--- config.mk ---
export PLATFORM = sky130hd
export DESIGN_NAME = mcu_xbus_arbiter
export DESIGN_NICKNAME = d
export VERILOG_FILES = /design/src/rtl/mcu_xbus_pkg.sv /design/src/rtl/mcu_xbus_regfile.sv /design/src/rtl/mcu_xbus_arbiter.sv
export SDC_FILE = /design/constraint.sdc
export NUM_CORES = 1
export LEC_CHECK = 0
export BUFFER_PORTS_ARGS = -buffer_cell sky130_fd_sc_hd__buf_2
export CORE_UTILIZATION = 40
export DETAILED_ROUTE_END_ITERATION = 6
export PLACE_DENSITY = 0.75
export REMOVE_ABC_BUFFERS = 1
export SKIP_CTS_REPAIR_TIMING = 1
export SYNTH_ARGS = -nofsm -noshare
export SYNTH_HDL_FRONTEND = slang
export SYNTH_HIERARCHICAL = 1
export SYNTH_SLANG_ARGS = --single-unit
--- constraint.sdc ---
create_clock -name cpuclk -period 4.6 [get_ports cpuclk]
set_input_delay 0.46 -clock cpuclk [delete_from_list [all_inputs] [get_ports cpuclk]]
set_output_delay 0.46 -clock cpuclk [all_outputs]
set_load 0.02 [all_outputs]
--- src/rtl/mcu_xbus_pkg.sv ---
// Shared types and constants for the MCU external-bus arbiter.
package mcu_xbus_pkg;

    // Arbiter FSM states.
    typedef enum logic [1:0] {
        ST_IDLE = 2'd0,
        ST_BUSY = 2'd1,
        ST_ACK  = 2'd2,
        ST_HOLD = 2'd3
    } state_e;

    // Slave selected for the access in flight.
    typedef enum logic [1:0] {
        TGT_RAM = 2'd0,
        TGT_APB = 2'd1,
        TGT_REG = 2'd2
    } target_e;

    // Register-window offsets (address bits [3:0]).
    localparam logic [3:0] OFF_FIFO     = 4'd0;
    localparam logic [3:0] OFF_STATUS   = 4'd1;
    localparam logic [3:0] OFF_REG_BASE = 4'd2;

    // Status register bit positions.
    localparam int STAT_FULL_BIT = 0;
    localparam int STAT_TO_BIT   = 1;
    localparam int STAT_OVF_BIT  = 2;

    // Data returned to the CPU when a slave never answers.
    localparam logic [7:0] TIMEOUT_RDATA = 8'hFF;

    // Code fetches always go to RAM; data accesses are split by the window bits.
    function automatic target_e decode_target(input logic is_code,
                                              input logic win_sel,
                                              input logic reg_sel);
        target_e tgt;
        if (is_code || !win_sel) begin
            tgt = TGT_RAM;
        end else if (!reg_sel) begin
            tgt = TGT_APB;
        end else begin
            tgt = TGT_REG;
        end
        return tgt;
    endfunction

endpackage

--- src/rtl/mcu_xbus_regfile.sv ---
// Register window: FIFO push port, sticky status bits and general byte registers.
// Writes and reads are resolved on the same edge the arbiter accepts the access.
module mcu_xbus_regfile
    import mcu_xbus_pkg::*;
#(
    parameter int NUM_REGS = 8
) (
    input  logic                  clk,
    input  logic                  rst_n,
    input  logic                  we_i,
    input  logic [3:0]            off_i,
    input  logic [7:0]            wdata_i,
    input  logic                  to_set_i,
    input  logic                  fifo_full_i,
    output logic [7:0]            rdata_o,
    output logic [8*NUM_REGS-1:0] regs_o,
    output logic                  fifo_wen_o,
    output logic [7:0]            fifo_wdata_o,
    output logic                  err_irq_o
);

    logic [NUM_REGS-1:0][7:0] file_q;
    logic                     to_q;
    logic                     ovf_q;
    logic                     err_irq_q;
    logic                     fifo_wen_q;
    logic [7:0]               fifo_wdata_q;

    logic push_req;
    logic push_ok;
    logic ovf_set;
    logic stat_wr;
    logic to_d;
    logic ovf_d;

    assign push_req = we_i && (off_i == OFF_FIFO);
    assign push_ok  = push_req && !fifo_full_i;
    assign ovf_set  = push_req && fifo_full_i;
    assign stat_wr  = we_i && (off_i == OFF_STATUS);

    // Sticky status next-state: write-1-to-clear, a same-cycle set wins.
    always_comb begin
        // NOTE: every combinational output gets a default first so no path can infer a latch.
        to_d  = to_q;
        ovf_d = ovf_q;
        if (stat_wr && wdata_i[STAT_TO_BIT]) begin
            to_d = 1'b0;
        end
        if (stat_wr && wdata_i[STAT_OVF_BIT]) begin
            ovf_d = 1'b0;
        end
        if (to_set_i) begin
            to_d = 1'b1;
        end
        if (ovf_set) begin
            ovf_d = 1'b1;
        end
    end

    // Read mux: status, general registers, zero for FIFO and unmapped offsets.
    always_comb begin
        rdata_o = '0;
        if (off_i == OFF_STATUS) begin
            rdata_o[STAT_FULL_BIT] = fifo_full_i;
            rdata_o[STAT_TO_BIT]   = to_q;
            rdata_o[STAT_OVF_BIT]  = ovf_q;
        end
        for (int k = 0; k < NUM_REGS; k++) begin
            if (off_i == OFF_REG_BASE + 4'(k)) begin
                rdata_o = file_q[k];
            end
        end
    end

    // Register file, status bits, FIFO push pulse and registered interrupt.
    always_ff @(posedge clk or negedge rst_n) begin
        if (!rst_n) begin
            // NOTE: the register file is architecturally visible on regs_o, so it is reset like any other state.
            file_q       <= '0;
            to_q         <= 1'b0;
            ovf_q        <= 1'b0;
            err_irq_q    <= 1'b0;
            fifo_wen_q   <= 1'b0;
            fifo_wdata_q <= '0;
        end else begin
            // NOTE: sequential state uses non-blocking assignments so every flop samples pre-edge values.
            fifo_wen_q <= push_ok;
            if (push_ok) begin
                fifo_wdata_q <= wdata_i;
            end
            for (int k = 0; k < NUM_REGS; k++) begin
                if (we_i && (off_i == OFF_REG_BASE + 4'(k))) begin
                    file_q[k] <= wdata_i;
                end
            end
            to_q      <= to_d;
            ovf_q     <= ovf_d;
            err_irq_q <= to_q | ovf_q;
        end
    end

    assign regs_o       = file_q;
    assign fifo_wen_o   = fifo_wen_q;
    assign fifo_wdata_o = fifo_wdata_q;
    assign err_irq_o    = err_irq_q;

endmodule

--- src/rtl/mcu_xbus_arbiter.sv ---
// MCU external-bus arbiter: routes CPU code/data strobes to PSRAM, the APB
// bridge or the local register window, with a per-access slave timeout.
module mcu_xbus_arbiter
    import mcu_xbus_pkg::*;
#(
    parameter int NUM_REGS = 8,
    parameter int TIMEOUT  = 255,
    parameter int WIN_BIT  = 17,
    parameter int REG_BIT  = 11
) (
    input  logic                  cpuclk,
    input  logic                  rstn,
    input  logic [22:0]           memaddr_comb,
    input  logic [7:0]            memdatao_comb,
    input  logic                  memrd_comb,
    input  logic                  memwr_comb,
    input  logic                  mempsrd_comb,
    input  logic                  mempswr_comb,
    output logic                  memack,
    output logic                  mempsack,
    output logic [7:0]            memdatai,
    output logic                  apb_rd,
    output logic                  apb_wr,
    input  logic                  apb_ack,
    input  logic [7:0]            apb_rdata,
    output logic                  ram_rd,
    output logic                  ram_wr,
    input  logic                  ram_ack,
    input  logic [7:0]            ram_rdata,
    output logic [8*NUM_REGS-1:0] regs_q,
    output logic [7:0]            fifo_wdata,
    output logic                  fifo_wen,
    input  logic                  fifo_full,
    output logic                  err_irq
);

    localparam logic [15:0] TIMEOUT_CNT = 16'(TIMEOUT);

    state_e      state_q;
    target_e     tgt_q;
    logic        code_q;
    logic        write_q;
    logic [15:0] cnt_q;
    logic        memack_q;
    logic        mempsack_q;
    logic [7:0]  memdatai_q;
    logic        apb_rd_q;
    logic        apb_wr_q;
    logic        ram_rd_q;
    logic        ram_wr_q;

    logic        any_strobe;
    logic        req_code;
    logic        req_write;
    target_e     req_tgt;
    logic        accept;
    logic        reg_we;
    logic [7:0]  reg_rdata;
    logic        slave_ack;
    logic [7:0]  slave_rdata;
    logic        timeout_hit;
    logic        unused_addr;

    // Request decode; code strobes take priority over data strobes.
    assign any_strobe = mempsrd_comb | mempswr_comb | memrd_comb | memwr_comb;
    assign req_code   = mempsrd_comb | mempswr_comb;
    assign req_write  = req_code ? mempswr_comb : memwr_comb;
    assign req_tgt    = decode_target(req_code, memaddr_comb[WIN_BIT], memaddr_comb[REG_BIT]);
    assign accept     = (state_q == ST_IDLE) && any_strobe;
    assign reg_we     = accept && (req_tgt == TGT_REG) && req_write;

    // Only the offset and the two window bits take part in decode.
    assign unused_addr = ^memaddr_comb;

    // Response from whichever external slave owns the access in flight.
    assign slave_ack   = (tgt_q == TGT_APB) ? apb_ack   : ram_ack;
    assign slave_rdata = (tgt_q == TGT_APB) ? apb_rdata : ram_rdata;
    assign timeout_hit = (state_q == ST_BUSY) && !slave_ack && (cnt_q == TIMEOUT_CNT);

    mcu_xbus_regfile #(
        .NUM_REGS (NUM_REGS)
    ) u_regfile (
        .clk          (cpuclk),
        .rst_n        (rstn),
        .we_i         (reg_we),
        .off_i        (memaddr_comb[3:0]),
        .wdata_i      (memdatao_comb),
        .to_set_i     (timeout_hit),
        .fifo_full_i  (fifo_full),
        .rdata_o      (reg_rdata),
        .regs_o       (regs_q),
        .fifo_wen_o   (fifo_wen),
        .fifo_wdata_o (fifo_wdata),
        .err_irq_o    (err_irq)
    );

    // Access FSM with registered CPU acks, read data and slave strobes.
    always_ff @(posedge cpuclk or negedge rstn) begin
        if (!rstn) begin
            state_q    <= ST_IDLE;
            tgt_q      <= TGT_RAM;
            code_q     <= 1'b0;
            write_q    <= 1'b0;
            cnt_q      <= '0;
            memack_q   <= 1'b0;
            mempsack_q <= 1'b0;
            memdatai_q <= '0;
            apb_rd_q   <= 1'b0;
            apb_wr_q   <= 1'b0;
            ram_rd_q   <= 1'b0;
            ram_wr_q   <= 1'b0;
        end else begin
            memack_q   <= 1'b0;
            mempsack_q <= 1'b0;
            case (state_q)
                ST_IDLE: begin
                    if (any_strobe) begin
                        tgt_q   <= req_tgt;
                        code_q  <= req_code;
                        write_q <= req_write;
                        cnt_q   <= '0;
                        if (req_tgt == TGT_REG) begin
                            state_q  <= ST_ACK;
                            memack_q <= 1'b1;
                            if (!req_write) begin
                                memdatai_q <= reg_rdata;
                            end
                        end else begin
                            state_q  <= ST_BUSY;
                            ram_rd_q <= (req_tgt == TGT_RAM) && !req_write;
                            ram_wr_q <= (req_tgt == TGT_RAM) &&  req_write;
                            apb_rd_q <= (req_tgt == TGT_APB) && !req_write;
                            apb_wr_q <= (req_tgt == TGT_APB) &&  req_write;
                        end
                    end
                end
                ST_BUSY: begin
                    if (slave_ack || timeout_hit) begin
                        state_q    <= ST_ACK;
                        memack_q   <= !code_q;
                        mempsack_q <= code_q;
                        ram_rd_q   <= 1'b0;
                        ram_wr_q   <= 1'b0;
                        apb_rd_q   <= 1'b0;
                        apb_wr_q   <= 1'b0;
                        if (!slave_ack) begin
                            memdatai_q <= TIMEOUT_RDATA;
                        end else if (!write_q) begin
                            memdatai_q <= slave_rdata;
                        end
                    end else begin
                        cnt_q <= cnt_q + 16'd1;
                    end
                end
                ST_ACK: begin
                    state_q <= ST_HOLD;
                end
                ST_HOLD: begin
                    // The CPU must release every strobe before another access is accepted.
                    if (!any_strobe) begin
                        state_q <= ST_IDLE;
                    end
                end
                default: begin
                    state_q <= ST_IDLE;
                end
            endcase
        end
    end

    assign memack   = memack_q;
    assign mempsack = mempsack_q;
    assign memdatai = memdatai_q;
    assign apb_rd   = apb_rd_q;
    assign apb_wr   = apb_wr_q;
    assign ram_rd   = ram_rd_q;
    assign ram_wr   = ram_wr_q;

endmodule

==> flow_summary_export.csv, run 1 <==
group,metric,value,unit
synth,yosysWarnings,6,
run_status,outcome,"completed",
synth,synth_edf_count,0,
sta,finalSetupViolations,0,
synth,ys_types,67,
detailed_routing,drc,0,
grt,grt.total_usage,21.28,%
grt,grt_pass1_vias,4596,
sta,final_max_slew_viol_count,0,
grt,gr-usage-met1,26.80,%
floorplan,fp-row-count,43,
detailed_routing,ant_nets,0,
floorplan,fp.coreArea,14100,µm²
clocking,cts.clk_slew.worst_paths,0.07,ns
critical_path,crit_path_end_kind,"flop",
pwr,power_density,398.7,nW/µm²
critical_path,max_stage_delay,0.93,ns
sta,worst_pin_slew,1.154,ns
pwr,p_leak,0.003454,µW
synth,synthArstFlopShare,100.0,%
detailed_routing,dr_total_vias,4700,
floorplan,start_util,41.77,%
clocking,cts-root-buf,"clkbuf_16",
hold_path,hp-class,"in2async",
clocking,cts_buffers,9,
grt,grt_pass1_wl,24450,µm
sta,tns,0,ns
synth,ys_seq_elements,112,
placed_design,io_buffers,126,
critical_path,crit_top_cell,"inv_1",
pwr,ir_drop,326.3,µV
final_layout,drive_above_1_share,39.18,%
grt,antenna_found_initial,0,
critical_path,arrival,3.46,ns
final_layout,final_util,48.86,%
sta,fin_crit,3.182,ns
grt,grt_max_degree,83,
detailed_routing,drt_iter0_markers,351,
clocking,clock_latency,0.35,ns
sta,slew_headroom,23.09,%
grt,grt-busiest-layer,"met2",
detailed_routing,drt-total-wl,15660,µm
synth,ys_seq_area_share,47.60,%
final_layout,final_nets,694,
detailed_routing,avgViaCountPerCell,5.746,
critical_path,path_class,"reg2reg",
synth,ys.flop_type,"dfrtp_1",
floorplan,die_area,15210,µm²
grt,gr-usage-met3,6.273,%
sta,fin_crit_sh,69.17,%
detailed_routing,wl_per_cell,19.14,µm
floorplan,die_h,123.3,µm
sta,hold_violations,0,
clocking,clockBufferDepth,2,
final_layout,antenna_cells,0,
critical_path,path_cells,"inv_1, ha_1, inv_1, nor4_2, and3_1, a221o_1",
synth,synthCells,519,
pwr,total_power,2746,µW
sta,fmax,0.3143,GHz
critical_path,critPathLaunchType,"flop",
detailed_routing,drt-pass1-iter-count,5,
critical_path,cp_max_fo,37,
final_layout,syn_to_final_growth,16.98,%
floorplan,die_x,123.3,µm
grt,overflow,0,
critical_path,cp_data_required_time,4.88,ns
floorplan,pin_count,144,
synth,netlist_top_cells_area,"dfrtp_1 48%, mux2_2 16%, nand2_1 2.4%",
clocking,h-tree-depth,3,
synth,synth_area,5888,µm²
synth,synth_area_leader_cell,"dfrtp_1",
critical_path,critPathSlowestCell,"ha_1",
synth,yosysMostFrequentCell,"dfrtp_1",
clocking,cts.sinks,112,
flow_run,drv_cap,0,
synth,synth_top_area_share,47.60,%
placed_design,place.gp.congestion,0.8574,
final_layout,nFillCells,1287,
synth,syn_area_per_cell,11.35,µm²
sta,rsz0062_at_grt,"no",
synth,synth_common_cells,"112 x dfrtp_1, 84 x mux2_2, 38 x nand2_1, 24 x nor2_1, 23 x o21ai_0",
sta,skew,0.007149,ns
placed_design,dp_hpwl,11160,µm
grt,grt_util_met2,35.72,%
clocking,cts_tree,"yes",
## final timing paths
kind	startpoint	to	slack, ns	cells past startpoint
worst max-delay path	state_q[1]$_DFFE_PN0P_	cnt_q[11]$_DFFE_PN0P_	1.42	6
worst min-delay path	rstn	cnt_q[5]$_DFFE_PN0P_	0.27	1
worst max register to register	state_q[1]$_DFFE_PN0P_	cnt_q[11]$_DFFE_PN0P_	1.42	6
worst min register to register	code_q$_DFFE_PN0N_	memack$_DFF_PN0_	0.48	1
max in group asynchronous	rstn	cnt_q[12]$_DFFE_PN0P_	3.31	2
min in group cpuclk	memaddr_comb[11]	tgt_q[0]$_DFFE_PN0N_	0.35	2
## layout by cell type, fill, tap and decap left out, types with 4 or more instances in the layout
master / instances
nor2_1: 24
o221ai_1: 10
o31ai_1: 7
nand2_1: 38
nand3_1: 11
nand4_1: 6
nand2b_1: 12
o21ai_0: 23
clkbuf_16: 9
buf_2: 125
o311ai_0: 9
a21o_1: 7
and3_1: 5
a21oi_1: 14
o21a_1: 5
mux2i_1: 14
a221o_1: 5
nand3b_1: 9
ha_1: 5
o22ai_1: 5
inv_1: 20
nor2b_1: 5
nor3_1: 4
dfrtp_1: 112
mux2_2: 84
a32oi_1: 5
## per-stage QoR
step	hold WS [ns]	worst slack, ns	instance area (µm²)	instances
after floorplan	0.1644	1.868	5743	494
after global placement	0.4524	1.502	6616	802
after detailed placement	0.4762	1.418	6616	802
after CTS	0.3281	1.445	6888	818
after global routing	0.3434	1.093	6888	818
final	0.2732	1.418	6888	818
## final cells by class
class	count	area [µm²]	share of cell area, %
inverters	20	75.07	1.090
repair buffers	128	648.1	9.410
flip-flops and latches	112	2803	40.69
clock buffers	11	232.7	3.379
clock inverters	5	38.79	0.5631
well taps	180	225.2	3.270
multi-input cells	362	2865	41.60
## critical path: cells and delay by family (launching register included)
kind                       cells  cell delay [ns]
AOI/OAI and AO/OA              1             0.11
adders and majority gates      1             0.93
buffers and inverters          2             0.49
DFF                            1             0.41
and+or+nand+nor                2             1.16
## per-layer routing
metal | vias up | part of all wire [%]
li1 | 2142 | -
met1 | 2330 | 43
met2 | 214 | 49
met3 | 14 | 7.2
met4 | 0 | 1.2
met5 | - | 0
## registers in the layout, indices dropped and copies added (netlist names), 2 cells and up
signal	count
cnt_q	16
memdatai	8
tgt_q	2
u_regfile/regs_o	64
state_q	2
u_regfile/fifo_wdata_o	8
## power breakdown
part           total, µW  leakage [µW]  internal, µW  switching [µW]
clock network        728      0.000131           372             355
registers           1170       0.00152          1100            74.2
logic                848       0.00180           309             540
## logic make-up (layout without fill, tap and decap cells)
kind of cell | after synthesis | after routing | synth area share (%)
and+or+nand+nor | 152 | 152 | 15.89
buffers and inverters | 45 | 164 | 3.740
AOI/OAI and AO/OA | 106 | 106 | 13.07
adders and majority gates | 5 | 5 | 1.062
muxes | 99 | 99 | 18.64
DFF | 112 | 112 | 47.60
No activity file was read; power rests on OpenSTA's default activity.
==> run 2: changes to the inputs <==
--- a/config.mk
+++ b/config.mk
@@ -8,7 +8,7 @@
 export BUFFER_PORTS_ARGS = -buffer_cell sky130_fd_sc_hd__buf_2
 export CORE_UTILIZATION = 40
 export DETAILED_ROUTE_END_ITERATION = 6
-export PLACE_DENSITY = 0.75
+export PLACE_DENSITY = 0.77
 export REMOVE_ABC_BUFFERS = 1
 export SKIP_CTS_REPAIR_TIMING = 1
 export SYNTH_ARGS = -nofsm -noshare
==> constraint.sdc (replaced) <==
create_clock -name cpuclk -period 2.85 [get_ports cpuclk]
set_input_delay 0.285 -clock cpuclk [delete_from_list [all_inputs] [get_ports cpuclk]]
set_output_delay 0.285 -clock cpuclk [all_outputs]
set_load 0.02 [all_outputs]
==> run 2 against run 1 <==
Non-clock buffer count up 13. Clock skew about the same. Clock power up 72%. Largest cell class unchanged. Via count up 1.2%. Count of clock-buffer cells in the layout down 1. Worst setup slack worse by 1.1 ns. Critical path depth up 2. Combinational power up 65%. Sequential share of layout area down 0.74 points. Worst hold slack worse by 0.19 ns.
==> flow_summary_export.csv, run 2 (synthesis gave the netlist of run 1 again) <==
group,metric,value,unit
final_layout,layout_commonest_cell,"buf_2",
run_status,outcome,"completed",
critical_path,cp_data_required_time,3.09,ns
grt,antenna_found_initial,0,
floorplan,start_util,41.77,%
detailed_routing,drt-pass1-iter-count,5,
grt,overflow,0,
placed_design,dp_hpwl,11710,µm
critical_path,reg2reg_from,"state_q[0]$_DFFE_PN0P_",
grt,grt_max_degree,79,
floorplan,fp.coreArea,14100,µm²
critical_path,r2r_end,"u_regfile/regs_o[14]$_DFFE_PN0P_",
critical_path,setup.worst_path.start,"state_q[0]$_DFFE_PN0P_",
sta,fin_crit_sh,89.88,%
placed_design,io_buffers,126,
final_layout,final_nets,707,
detailed_routing,drc,0,
detailed_routing,drt_iter0_markers,329,
detailed_routing,wl_per_cell,19.54,µm
detailed_routing,ant_nets,0,
clocking,cts_buffers,9,
clocking,cts_tree,"yes",
detailed_routing,dr_total_vias,4756,
pwr,power_density,648.8,nW/µm²
critical_path,critPathCapture,"u_regfile/regs_o[14]$_DFFE_PN0P_",
floorplan,die_h,123.3,µm
final_layout,syn_to_final_growth,19.15,%
sta,worst_pin_slew,1.016,ns
flow_run,drv_cap,0,
floorplan,die_x,123.3,µm
final_layout,final_util,49.77,%
detailed_routing,drt-total-wl,16240,µm
critical_path,path_class,"reg2reg",
final_layout,drive_above_1_share,40.71,%
sta,skew,0.006795,ns
pwr,ir_drop,317.4,µV
critical_path,r2r_slack,0.29,ns
grt,grt_pass1_wl,25500,µm
floorplan,die_area,15210,µm²
sta,hold_violations,0,
clocking,clock_latency,0.36,ns
critical_path,crit_path_end_kind,"flop",
critical_path,path_cells,"inv_1, ha_1, nand2_1, nor2_1, nor3b_4, nor2b_1, buf_4, mux2_2",
final_layout,largest_reg_flops,64,
critical_path,reg2reg_depth,8,
clocking,cts-root-buf,"clkbuf_16",
placed_design,place.gp.congestion,0.8892,
critical_path,arrival,2.81,ns
floorplan,pin_count,144,
sta,slew_headroom,32.29,%
clocking,h-tree-depth,3,
floorplan,fp-row-count,43,
grt,grt.total_usage,22.27,%
grt,grt_pass1_vias,4731,
final_layout,most-common-layout-cells,"125 x buf_2, 112 x dfrtp_1, 84 x mux2_2, 38 x nand2_1, 24 x nor2_1",
detailed_routing,avgViaCountPerCell,5.723,
sta,finalSetupViolations,0,
sta,rsz0062_at_grt,"no",
pwr,total_power,4552,µW
clocking,clockBufferDepth,2,
sta,fin_crit,2.562,ns
hold_path,hp-class,"in2async",
sta,tns,0,ns
critical_path,critPathLaunchType,"flop",
critical_path,max_stage_delay,0.42,ns
pwr,p_leak,0.003535,µW
critical_path,cp_max_fo,7,
sta,final_max_slew_viol_count,0,
clocking,cts.sinks,112,
final_layout,antenna_cells,0,
sta,fmax,0.3904,GHz
clocking,cts.clk_slew.worst_paths,0.07,ns
critical_path,critPathSlowestCell,"dfrtp_1",
[run 2: where the power goes]
| group | leakage, µW | switching [µW] | internal (µW) |
|---|---|---|---|
| Clock | 0.000141 | 620 | 631 |
| Sequential | 0.00152 | 132 | 1770 |
| Combinational | 0.00187 | 869 | 531 |
[run 2: how the worst min path moves through the flow]
| stage | end | slack, ns | cells after the start |
|---|---|---|---|
| after floorplan | apb_rd$_DFFE_PN0P_ | -0.01 | 0 |
| after global placement | memack$_DFF_PN0_ | 0.45 | 1 |
| after detailed placement | tgt_q[1]$_DFFE_PN0N_ | 0.48 | 2 |
| after CTS | mempsack$_DFF_PN0_ | 0.14 | 1 |
| after global routing | tgt_q[0]$_DFFE_PN0N_ | 0.16 | 2 |
| final | tgt_q[1]$_DFFE_PN0N_ | 0.09 | 1 |
[run 2: layout make-up]
type | instances | area (µm²)
tap | 180 | 225.2
multi-input combinational | 362 | 2865
fill | 1291 | 7081
timing repair buffer | 141 | 758.2
clock buffer | 10 | 239.0
inverter | 20 | 75.07
clock inverter | 6 | 50.05
sequential | 112 | 2803
[run 2: critical path, delay by kind of cell, from the launching register on]
| family | cells | cell delay, ns |
|---|---|---|
| adder cells (fa/ha/maj) | 1 | 0.32 |
| buffers and inverters | 2 | 0.35 |
| flip-flops | 1 | 0.42 |
| multiplexers | 1 | 0.34 |
| AND/OR/NAND/NOR | 4 | 1.02 |
[run 2: metrics by stage]
step	cells	area [µm²]	setup slack, ns	hold WS (ns)
4_1_cts	831	7015	0.3046	0.1418
6_report	831	7015	0.2884	0.08562
2_1_floorplan	494	5743	0.2273	-0.01059
5_1_grt	831	7015	0.1393	0.1608
3_5_place_dp	815	6726	0.2596	0.4808
3_3_place_gp	815	6726	0.3328	0.4534
[run 2: routing by layer]
metal	track usage, %	routed length [µm]	vias up
met3	5.443	1048	25
met1	28.16	6900	2368
met2	37.01	7980	178
li1	-	-	2185
met4	7.831	310	0
met5	0	0	-
